--- src/rtl/fw_hazard_unit.sv ---
// Forwarding select and load-use hazard detection between ID and the EX operand muxes.
// Tracks consecutive stall runs with a sticky error and keeps saturating perf counters.
module fw_hazard_unit #(
    parameter int NUM_SRC  = 2,
    parameter int NUM_FWD  = 3,
    parameter int ADDR_W   = 5,
    parameter int LOAD_LAT = 1,
    parameter int CNT_W    = 32,
    localparam int SEL_W   = $clog2(NUM_FWD + 1)
) (
    input  logic                       clk,
    input  logic                       rst,
    input  logic                       id_valid_i,
    input  logic [NUM_SRC*ADDR_W-1:0]  rs_i,
    input  logic [NUM_SRC-1:0]         rs_used_i,
    input  logic [NUM_FWD-1:0]         st_valid_i,
    input  logic [NUM_FWD*ADDR_W-1:0]  st_rd_i,
    input  logic [NUM_FWD-1:0]         st_wr_en_i,
    input  logic [NUM_FWD-1:0]         st_load_i,
    input  logic                       flush_i,
    output logic [NUM_SRC*SEL_W-1:0]   fwd_sel_o,
    output logic                       stall_o,
    output logic                       hazard_err_o,
    output logic [CNT_W-1:0]           stall_cnt_o,
    output logic [CNT_W-1:0]           fwd_cnt_o
);

    localparam int RUN_W = $clog2(LOAD_LAT + 2);
    localparam logic [RUN_W-1:0] RUN_MAX = RUN_W'(LOAD_LAT + 1);

    typedef enum logic [0:0] {S_IDLE = 1'b0, S_STALL = 1'b1} state_t;

    state_t                      r_state;
    logic [RUN_W-1:0]            r_run;
    logic                        r_err;
    logic [NUM_SRC*SEL_W-1:0]    r_sel;
    logic [CNT_W-1:0]            r_stall_cnt;
    logic [CNT_W-1:0]            r_fwd_cnt;

    logic [NUM_SRC-1:0]            w_win_load;
    logic [NUM_SRC-1:0][SEL_W-1:0] w_win;
    logic                          w_stall;
    logic [NUM_SRC*SEL_W-1:0]      w_sel_nxt;

    function automatic logic [CNT_W-1:0] sat_inc(input logic [CNT_W-1:0] v);
        return (&v) ? v : v + CNT_W'(1);
    endfunction

    // Per-source winner search: scanning oldest to youngest lets the youngest match overwrite.
    always_comb begin
        w_win      = '0;
        w_win_load = '0;
        for (int s = 0; s < NUM_SRC; s++) begin
            for (int k = NUM_FWD - 1; k >= 0; k--) begin
                logic m;
                m = id_valid_i && rs_used_i[s]
                    && (rs_i[s*ADDR_W +: ADDR_W] != '0)
                    && st_valid_i[k] && st_wr_en_i[k]
                    && (st_rd_i[k*ADDR_W +: ADDR_W] == rs_i[s*ADDR_W +: ADDR_W]);
                w_win[s]      = m ? SEL_W'(k + 1) : w_win[s];
                w_win_load[s] = m ? (st_load_i[k] && (k < LOAD_LAT)) : w_win_load[s];
            end
        end
    end

    // Stall and next-select generation; a stalled or flushed cycle sends a bubble into EX.
    always_comb begin
        w_stall   = (|w_win_load) && !flush_i && !rst;
        w_sel_nxt = '0;
        if (rst || flush_i || w_stall) begin
            w_sel_nxt = '0;
        end else begin
            for (int s = 0; s < NUM_SRC; s++) begin
                w_sel_nxt[s*SEL_W +: SEL_W] = w_win[s];
            end
        end
    end

    // Consecutive-stall FSM with sticky overrun flag.
    always_ff @(posedge clk) begin
        if (rst) begin
            r_state <= S_IDLE;
            r_run   <= '0;
            r_err   <= 1'b0;
        end else if (flush_i) begin
            r_state <= S_IDLE;
            r_run   <= '0;
        end else begin
            case (r_state)
                S_IDLE: begin
                    if (w_stall) begin
                        r_state <= S_STALL;
                        r_run   <= RUN_W'(1);
                    end
                end
                S_STALL: begin
                    if (w_stall) begin
                        if (r_run != RUN_MAX) begin
                            r_run <= r_run + RUN_W'(1);
                        end
                        if (r_run >= RUN_MAX - RUN_W'(1)) begin
                            r_err <= 1'b1;
                        end
                    end else begin
                        r_state <= S_IDLE;
                        r_run   <= '0;
                    end
                end
                default: begin
                    r_state <= S_IDLE;
                    r_run   <= '0;
                end
            endcase
        end
    end

    // Registered forward selects and saturating performance counters.
    always_ff @(posedge clk) begin
        if (rst) begin
            r_sel       <= '0;
            r_stall_cnt <= '0;
            r_fwd_cnt   <= '0;
        end else begin
            r_sel <= w_sel_nxt;
            if (w_stall) begin
                r_stall_cnt <= sat_inc(r_stall_cnt);
            end
            if (|w_sel_nxt) begin
                r_fwd_cnt <= sat_inc(r_fwd_cnt);
            end
        end
    end

    assign fwd_sel_o    = r_sel;
    assign stall_o      = w_stall;
    assign hazard_err_o = r_err;
    assign stall_cnt_o  = r_stall_cnt;
    assign fwd_cnt_o    = r_fwd_cnt;

endmodule

--- config.mk ---
export PLATFORM = sky130hd
export DESIGN_NAME = fw_hazard_unit
export DESIGN_NICKNAME = d
export VERILOG_FILES = /design/src/rtl/fw_hazard_unit.sv
export SDC_FILE = /design/constraint.sdc
export NUM_CORES = 1
export LEC_CHECK = 0
export CORE_ASPECT_RATIO = 0.7
export CORE_MARGIN = 10
export CORE_UTILIZATION = 25
export DETAILED_ROUTE_END_ITERATION = 6
export PLACE_DENSITY = 0.54
export SLEW_MARGIN = 40
export SYNTH_ARGS = -nofsm -noshare
export SYNTH_HDL_FRONTEND = slang
export SYNTH_SLANG_ARGS = --single-unit
--- constraint.sdc ---
create_clock -name clk -period 8.2 [get_ports clk]
set_clock_uncertainty 0.05 [all_clocks]
set_input_delay 1.64 -clock clk [delete_from_list [all_inputs] [get_ports clk]]
set_output_delay 1.64 -clock clk [all_outputs]
set_load 0.01 [all_outputs]
==> qor.yml, run 1 <==
synth-seq-cells: 72
grt_pass1_vias: 3572
portBuffers: 107
finalSetupViolCount: 0
synth_nets: 508
cp-start-kind: "input port"
drt_pre_antenna_iters: 5
clkTransAtPathRegs_ns: 0.06
slew_violations: 0
area_growth_pct: 40.6
path_class: "in2out"
end_kind: "output port"
cp.required_ns: 6.51
grt.total_usage: 0.117
cts-root-buf: "clkbuf_16"
max_slew_margin: 0.501
grt_start_max_net_pins: 79
instances_no_fill: 769
cp_cell_sequence: "clkdlybuf4s50_1, or4_1, o211ai_2, nor4_4, o211ai_2, inv_1, clkdlybuf4s50_1"
cts_inserted_buffers: 9
synth_cell_types: 46
dr_total_vias: 3704
synth_area_per_cell_um2: 8.35
dp_hpwl_um: 9570
hold_viol_final: 0
clock-sinks: 72
ys_async_sr_fraction: 0
drt_iter0_markers: 241
worst_ep_arrival_time_ns: 4.15
synthFlopType: "dfxtp_1"
placeableCoreArea_mm2: 0.0150
grt_first_pass_wirelength_um: 19600
dieArea_mm2: 0.0210
start_util: 0.259
detail_route.vias_per_cell: 4.82
maxCapViolations: 0
seq_area_frac_synth: 0.372
numPlacedInstances: 753
crit_slowest_cell: "or4_1"
crit_path_max_incr_delay_ns: 0.59
synth_edf_count: 0
final.fill_count: 1505
design.portCount: 110
cts.hold.buffers_added: 0
wire_per_inst_um: 16.2
fin_crit_sh: 0.712
gp_congestion: 0.780
antennaDiodeCount: 0
overflow: 0
cts_buffer_depth: 2
leakage_nw: 1.77
worstPathMaxFanout: 5
ys_warn_count: 0
antenna_found_initial: 0
drc: 0
mostFrequentLayoutCell: "clkdlybuf4s50_1"
hp-class: "reg2reg"
finalCoreUtilization: 0.364
nets: 613
cts-htree-levels: 3
vdd_drop_max_v: 0.000113
routed_wl_um: 12500
cts_tree: "done"
syn_area_mm2: 0.00387
min_period_ns: 5.84
fmax_mhz: 171
worst_pin_slew_ns: 0.749
rsz0062_at_grt: "no"
fin_tns_setup_ns: 0
final_cell_mix: "106 x clkdlybuf4s50_1, 72 x dfxtp_1, 67 x nor2_1"
postCtsSetupRepairBufs: 0
insertion_delay_ns: 0.33
drive_above_1_share: 0.0714
outcome: "finished clean"
cts_resized: 0
ant_nets: 0
synthCells: 464
power_density_mw_per_mm2: 150
dieWidth_um: 169
die_y_um: 124
rows: 37
## worst max-delay path: cells and delay by family
family                 cells  cell delay [ns]
AND/OR/NAND/NOR            2             0.72
buffers and inverters      3             1.17
AO/OA/AOI/OAI              2             0.61
## layer usage
layer  track usage  routed length [µm]  part of all wire
met1         0.159                6060              0.49
met2         0.180                5630              0.45
met3        0.0321                 671             0.054
met4        0.0277                 116            0.0093
met5             0                   0                 0
## cells in the mapped netlist, types with 3 or more instances
| master | instances | area share |
|---|---|---|
| nand4_1 | 19 | 0.031 |
| or3_1 | 14 | 0.023 |
| o21ai_0 | 13 | 0.017 |
| xnor2_1 | 41 | 0.093 |
| a21oi_1 | 22 | 0.028 |
| nor2_1 | 67 | 0.065 |
| xor2_1 | 23 | 0.052 |
| inv_1 | 12 | 0.012 |
| and4_1 | 5 | 0.011 |
| nor3_1 | 16 | 0.021 |
| o31ai_1 | 4 | 0.0077 |
| or4_1 | 7 | 0.014 |
| nand3_1 | 30 | 0.039 |
| nor2b_1 | 10 | 0.016 |
| dfxtp_1 | 72 | 0.37 |
| nand2_1 | 33 | 0.032 |
| mux2_2 | 9 | 0.026 |
| and3_1 | 9 | 0.015 |
| o211ai_2 | 3 | 0.0097 |
| clkbuf_1 | 11 | 0.011 |
| ha_1 | 4 | 0.013 |
| nor4_1 | 11 | 0.018 |
## where the power goes
part	leakage [nW]	switching (W)	total (W)	internal, W
Sequential	0.580	0.0000000607	0.000350	0.000350
Clock	0.159	0.000146	0.000414	0.000268
Combinational	1.03	0.0000260	0.0000532	0.0000272
## stage by stage
stage / power [W] / worst slack (ns) / cell area (µm²) / hold WS, ns
after CTS: 0.000830 / 2.33 / 5440 / 0.429
after global placement: 0.000409 / 2.39 / 5120 / 0.406
after detailed placement: 0.000411 / 2.33 / 5120 / 0.414
after floorplan: 0.000381 / 3.65 / 3870 / 0.427
after global routing: 0.000847 / 2.26 / 5450 / 0.465
final: 0.000817 / 2.36 / 5450 / 0.422
## layout make-up
type	instances	area [µm²]	share of cell area
Timing Repair Buffer	108	1080	0.198
Clock inverter	2	35.0	0.00643
Tap cell	195	244	0.0448
Clock buffer	14	284	0.0521
Sequential cell	72	1440	0.265
Inverter	12	45.0	0.00827
Multi-Input combinational cell	366	2320	0.426
## path summary, 6_finish.rpt
check,start,endpoint,slack (ns),cells past startpoint
max,rs_i[1],stall_o,2.36,7
max reg2reg,stall_cnt_o[3],stall_cnt_o[30],5.32,8
min reg2reg,hazard_err_o,hazard_err_o,0.42,2
min,hazard_err_o,hazard_err_o,0.42,2
## flip-flops by register name, indices dropped and copies added (netlist names)
signal and count:
fwd_cnt_o 32, fwd_sel_o 4, hazard_err_o 1, r_run 2
r_state 1, stall_cnt_o 32
## cells by family after synthesis
kind of cell	after synthesis	synth area share
simple gates	237	0.327
flops	72	0.372
xor+xnor	64	0.145
compound gates	49	0.0794
buf+inv	26	0.0294
mux	12	0.0345
fa+ha+maj	4	0.0129
Note: power is estimated with default switching activity, not from simulation.
==> run 2, diff against run 1 <==
Clock period 8.2 ns to 5.9 ns, I/O delays scaled along.
==> qor.yml, run 2 (synthesis results as in run 1) <==
outcome: "finished clean"
start_util: 0.259  # unchanged
instances_no_fill: 769  # unchanged
hold_viol_final: 0  # unchanged
cts_inserted_buffers: 9  # unchanged
drive_above_1_share: 0.0749  # +0.00348
register_area_mm2: 0.00144  # unchanged
min_period_ns: 4.88
overflow: 0  # unchanged
final.fill_count: 1514  # +0.60%
fmax_mhz: 205
maxCapViolations: 0  # unchanged
antenna_found_initial: 0  # unchanged
r2r_cells: 8  # unchanged
placeableCoreArea_mm2: 0.0150  # unchanged
ant_nets: 0  # unchanged
grt_first_pass_wirelength_um: 19400  # -1.1%
die_y_um: 124  # unchanged
power_density_mw_per_mm2: 220  # +47%
cp.required_ns: 4.67  # -1.84 ns
design.portCount: 110  # unchanged
dr_total_vias: 3668  # -0.97%
cts-htree-levels: 3  # unchanged
mostFrequentLayoutCell: "clkdlybuf4s50_1"
area_growth_pct: 41.6
gp_congestion: 0.798  # +2.2%
final_cell_mix: "106 x clkdlybuf4s50_1, 72 x dfxtp_1, 67 x nor2_1"
rows: 37  # unchanged
fin_crit_sh: 0.827
multi_input_area_mm2: 0.00233  # +0.27%
crit_slowest_cell: "or4_1"
grt_start_max_net_pins: 78  # -1.3%
fin_tns_setup_ns: 0  # unchanged
hold_depth: 2  # unchanged
vdd_drop_max_v: 0.000140  # +23%
dp_hpwl_um: 9440  # -1.3%
max_slew_margin: 0.466  # -0.0342
worst_ep_arrival_time_ns: 3.65  # -0.50 ns
end_kind: "output port"
cts_buffer_depth: 2  # unchanged
worstPathMaxFanout: 5  # unchanged
cts_tree: "done"
dieWidth_um: 169  # unchanged
leakage_nw: 1.78  # +0.66%
cp_cell_sequence: "clkdlybuf4s50_1, or4_1, o211ai_2, nor4_4, o211ai_2, inv_1, clkdlybuf4s50_1"
insertion_delay_ns: 0.33  # about the same
nets: 613  # unchanged
rsz0062_at_grt: "no"
path_class: "in2out"
grt_pass1_vias: 3550  # -0.62%
numPlacedInstances: 753  # unchanged
cts-root-buf: "clkbuf_16"
wire_per_inst_um: 16.1  # -0.97%
worst_pin_slew_ns: 0.800  # +0.0512 ns
postCtsSetupRepairBufs: 0  # unchanged
clock-sinks: 72  # unchanged
clkTransAtPathRegs_ns: 0.06  # about the same
drc: 0  # unchanged
slew_violations: 0  # unchanged
cts_resized: 0  # unchanged
routed_wl_um: 12400  # -0.97%
cts.hold.buffers_added: 0  # unchanged
portBuffers: 107  # unchanged
drt_pre_antenna_iters: 4  # -1
dieArea_mm2: 0.0210  # unchanged
detail_route.vias_per_cell: 4.77  # -0.97%
antennaDiodeCount: 0  # unchanged
drt_iter0_markers: 292  # +21%
crit_path_max_incr_delay_ns: 0.58  # about the same
hp-class: "reg2reg"
finalSetupViolCount: 0  # unchanged
grt.total_usage: 0.115  # -0.00154
cp-start-kind: "input port"
==> run 2: path summary, 6_finish.rpt <==
path                start       endpoint  slack (ns)
max               rs_i[6]        stall_o        1.02
min          hazard_err_o   hazard_err_o        0.43
max reg2reg  fwd_cnt_o[0]  fwd_cnt_o[18]        3.10
min reg2reg  hazard_err_o   hazard_err_o        0.43
==> run 2: final cells by class <==
cell class,instances,share of cell area
Clock buffer,11,0.0461
Clock inverter,5,0.0187
Inverter,12,0.00821
Multi-Input combinational cell,366,0.424
Sequential cell,72,0.263
Tap cell,195,0.0445
Timing Repair Buffer,108,0.196
==> run 2: through the flow <==
stage	hold slack, ns	area (µm²)	setup slack [ns]	utilization	power, W
after floorplan	0.427	3870	2.27	-	0.000530
after global placement	0.405	5120	1.04	0.343	0.000569
after detailed placement	0.418	5120	1.00	0.343	0.000570
after CTS	0.434	5480	0.999	0.366	0.00122
after global routing	0.470	5490	0.890	0.367	0.00125
final	0.426	5490	1.02	0.367	0.00121
==> run 2: layer usage <==
metal	part of all wire	global-route usage	vias to the layer above
met3	0.067	0.0356	9
met1	0.48	0.154	1723
met5	0	0	-
met4	0.0091	0.0320	0
li1	-	-	1851
met2	0.45	0.176	85
==> run 2: power breakdown <==
part	total (W)	switching, W	internal (W)
sequential	0.000486	0.0000000868	0.000486
combinational	0.0000730	0.0000354	0.0000376
clock	0.000648	0.000213	0.000435
total	0.00121	0.000248	0.000959
==> run 2: critical path: cells and delay by family <==
| family | cells | cell delay, ns |
|---|---|---|
| AOI/OAI and AO/OA | 2 | 0.62 |
| buffers and inverters | 3 | 1.14 |
| and+or+nand+nor | 2 | 0.70 |
==> run 3, diff against run 2 <==
Settings changed: PLACE_DENSITY 0.54 to 0.56.
Clock period 5.9 ns to 4.18 ns, I/O delays scaled along.
==> qor.yml, run 3 (synthesis results as in run 1) <==
use_met2: 0.181  # +0.00563
hp-class: "reg2reg"
rsz0062_at_grt: "no"
finalSetupViolCount: 0  # unchanged
antenna_found_initial: 0  # unchanged
outcome: "finished clean"
area_growth_pct: 40.8
insertion_delay_ns: 0.33  # about the same
grt_pass1_vias: 3669  # +3.4%
nets: 620  # +1.1%
end_kind: "output port"
worstReg2RegStart: "fwd_cnt_o[0]"
hold_viol_final: 0  # unchanged
busiest_layer: "met2"
overflow: 0  # unchanged
detail_route.vias_per_cell: 4.79  # +0.42%
path_class: "in2out"
antennaDiodeCount: 0  # unchanged
dieArea_mm2: 0.0210  # unchanged
cts_resized: 0  # unchanged
grt.total_usage: 0.113  # -0.00189
grt_util_met3: 0.0302  # -0.00535
die_y_um: 124  # unchanged
fmax_mhz: 251
power_density_mw_per_mm2: 281  # +28%
dp_hpwl_um: 9460  # +0.23%
clock-sinks: 72  # unchanged
leakage_nw: 1.78  # +0.10%
portBuffers: 107  # unchanged
cts-htree-levels: 3  # unchanged
fin_tns_setup_ns: 0  # unchanged
worst_pin_slew_ns: 0.586  # -0.214 ns
vdd_drop_max_v: 0.000183  # +30%
wire_per_inst_um: 15.7  # -2.2%
routed_wl_um: 12200  # -1.3%
cts-root-buf: "clkbuf_16"
drt_pre_antenna_iters: 5  # +1
worst_ep_arrival_time_ns: 3.09  # -0.56 ns
ant_nets: 0  # unchanged
gp_congestion: 0.787  # -1.3%
final_cell_mix: "106 x clkdlybuf4s50_1, 72 x dfxtp_1, 67 x nor2_1"
crit_start: "rs_i[6]"
max_slew_margin: 0.605  # +0.139
dieWidth_um: 169  # unchanged
drive_above_1_share: 0.0792  # +0.00426
placeableCoreArea_mm2: 0.0150  # unchanged
grt_start_max_net_pins: 51  # -35%
slew_violations: 0  # unchanged
cts_buffer_depth: 2  # unchanged
maxCapViolations: 0  # unchanged
start_util: 0.259  # unchanged
fin_crit_sh: 0.952
use_met1: 0.150  # -0.00437
min_from: "hazard_err_o"
numPlacedInstances: 760  # +0.93%
design.portCount: 110  # unchanged
cts_inserted_buffers: 9  # unchanged
cts.hold.buffers_added: 0  # unchanged
dr_total_vias: 3717  # +1.3%
clkTransAtPathRegs_ns: 0.05  # about the same
cp-start-kind: "input port"
instances_no_fill: 776  # +0.91%
grt_first_pass_wirelength_um: 19300  # -0.75%
drt_iter0_markers: 219  # -25%
drc: 0  # unchanged
mostFrequentLayoutCell: "clkdlybuf4s50_1"
cp.required_ns: 3.29  # -1.38 ns
cts_tree: "done"
rows: 37  # unchanged
postCtsSetupRepairBufs: 0  # unchanged
min_period_ns: 3.98
worstPathMaxFanout: 5  # unchanged
==> run 3: cell count changes in the layout (fill, tap and decap cells not counted), sizes merged <==
cell	delta
buf	+7
bufinv	-2
clkbuf	+1
clkinv	+2
clkinvlp	-1
==> run 3: area by class of cell <==
| type | count | area, µm² |
|---|---|---|
| Fill cell | 1530 | 9500 |
| Multi-Input combinational cell | 366 | 2320 |
| Sequential cell | 72 | 1440 |
| Timing Repair Buffer | 115 | 1130 |
| Tap cell | 195 | 244 |
| Clock buffer | 12 | 236 |
| Clock inverter | 4 | 45.0 |
| Inverter | 12 | 45.0 |
==> run 3: worst max-delay path, stage by stage <==
cell and delay (ns):
clkdlybuf4s50_1 0.54, or4_1 0.58, o211ai_2 0.24, nor4_4 0.11
o211ai_2 0.20, inv_1 0.09, clkdlybuf4s50_1 0.50
==> run 3: worst paths after layout <==
| kind | endpoint | slack [ns] | cells after the start |
|---|---|---|---|
| setup / recovery | stall_o | 0.20 | 7 |
| hold reg to reg | hazard_err_o | 0.43 | 2 |
| hold / removal | hazard_err_o | 0.43 | 2 |
| setup reg to reg | fwd_cnt_o[18] | 1.41 | 8 |
==> run 3: stage by stage <==
step                      hold WS, ns  utilization  setup slack [ns]  total power (W)  area (µm²)
after floorplan                 0.427            -              1.06         0.000748        3870
after global placement          0.406        0.346             0.208         0.000806        5180
after detailed placement        0.422        0.346             0.186         0.000808        5180
after CTS                       0.434        0.365             0.184          0.00156        5460
after global routing            0.480        0.365            0.0807          0.00159        5460
final                           0.432        0.365             0.200          0.00153        5460
==> run 3: power breakdown <==
group	total, W	switching (W)	internal [W]
combinational	0.000106	0.0000510	0.0000549
clock	0.000741	0.000282	0.000460
sequential	0.000687	0.000000118	0.000687
total	0.00153	0.000333	0.00120
==> run 3: layer usage <==
layer / up-vias / share of wire
li1: 1866 / -
met1: 1777 / 0.48
met2: 69 / 0.47
met3: 5 / 0.044
met4: 0 / 0.0068
met5: - / 0
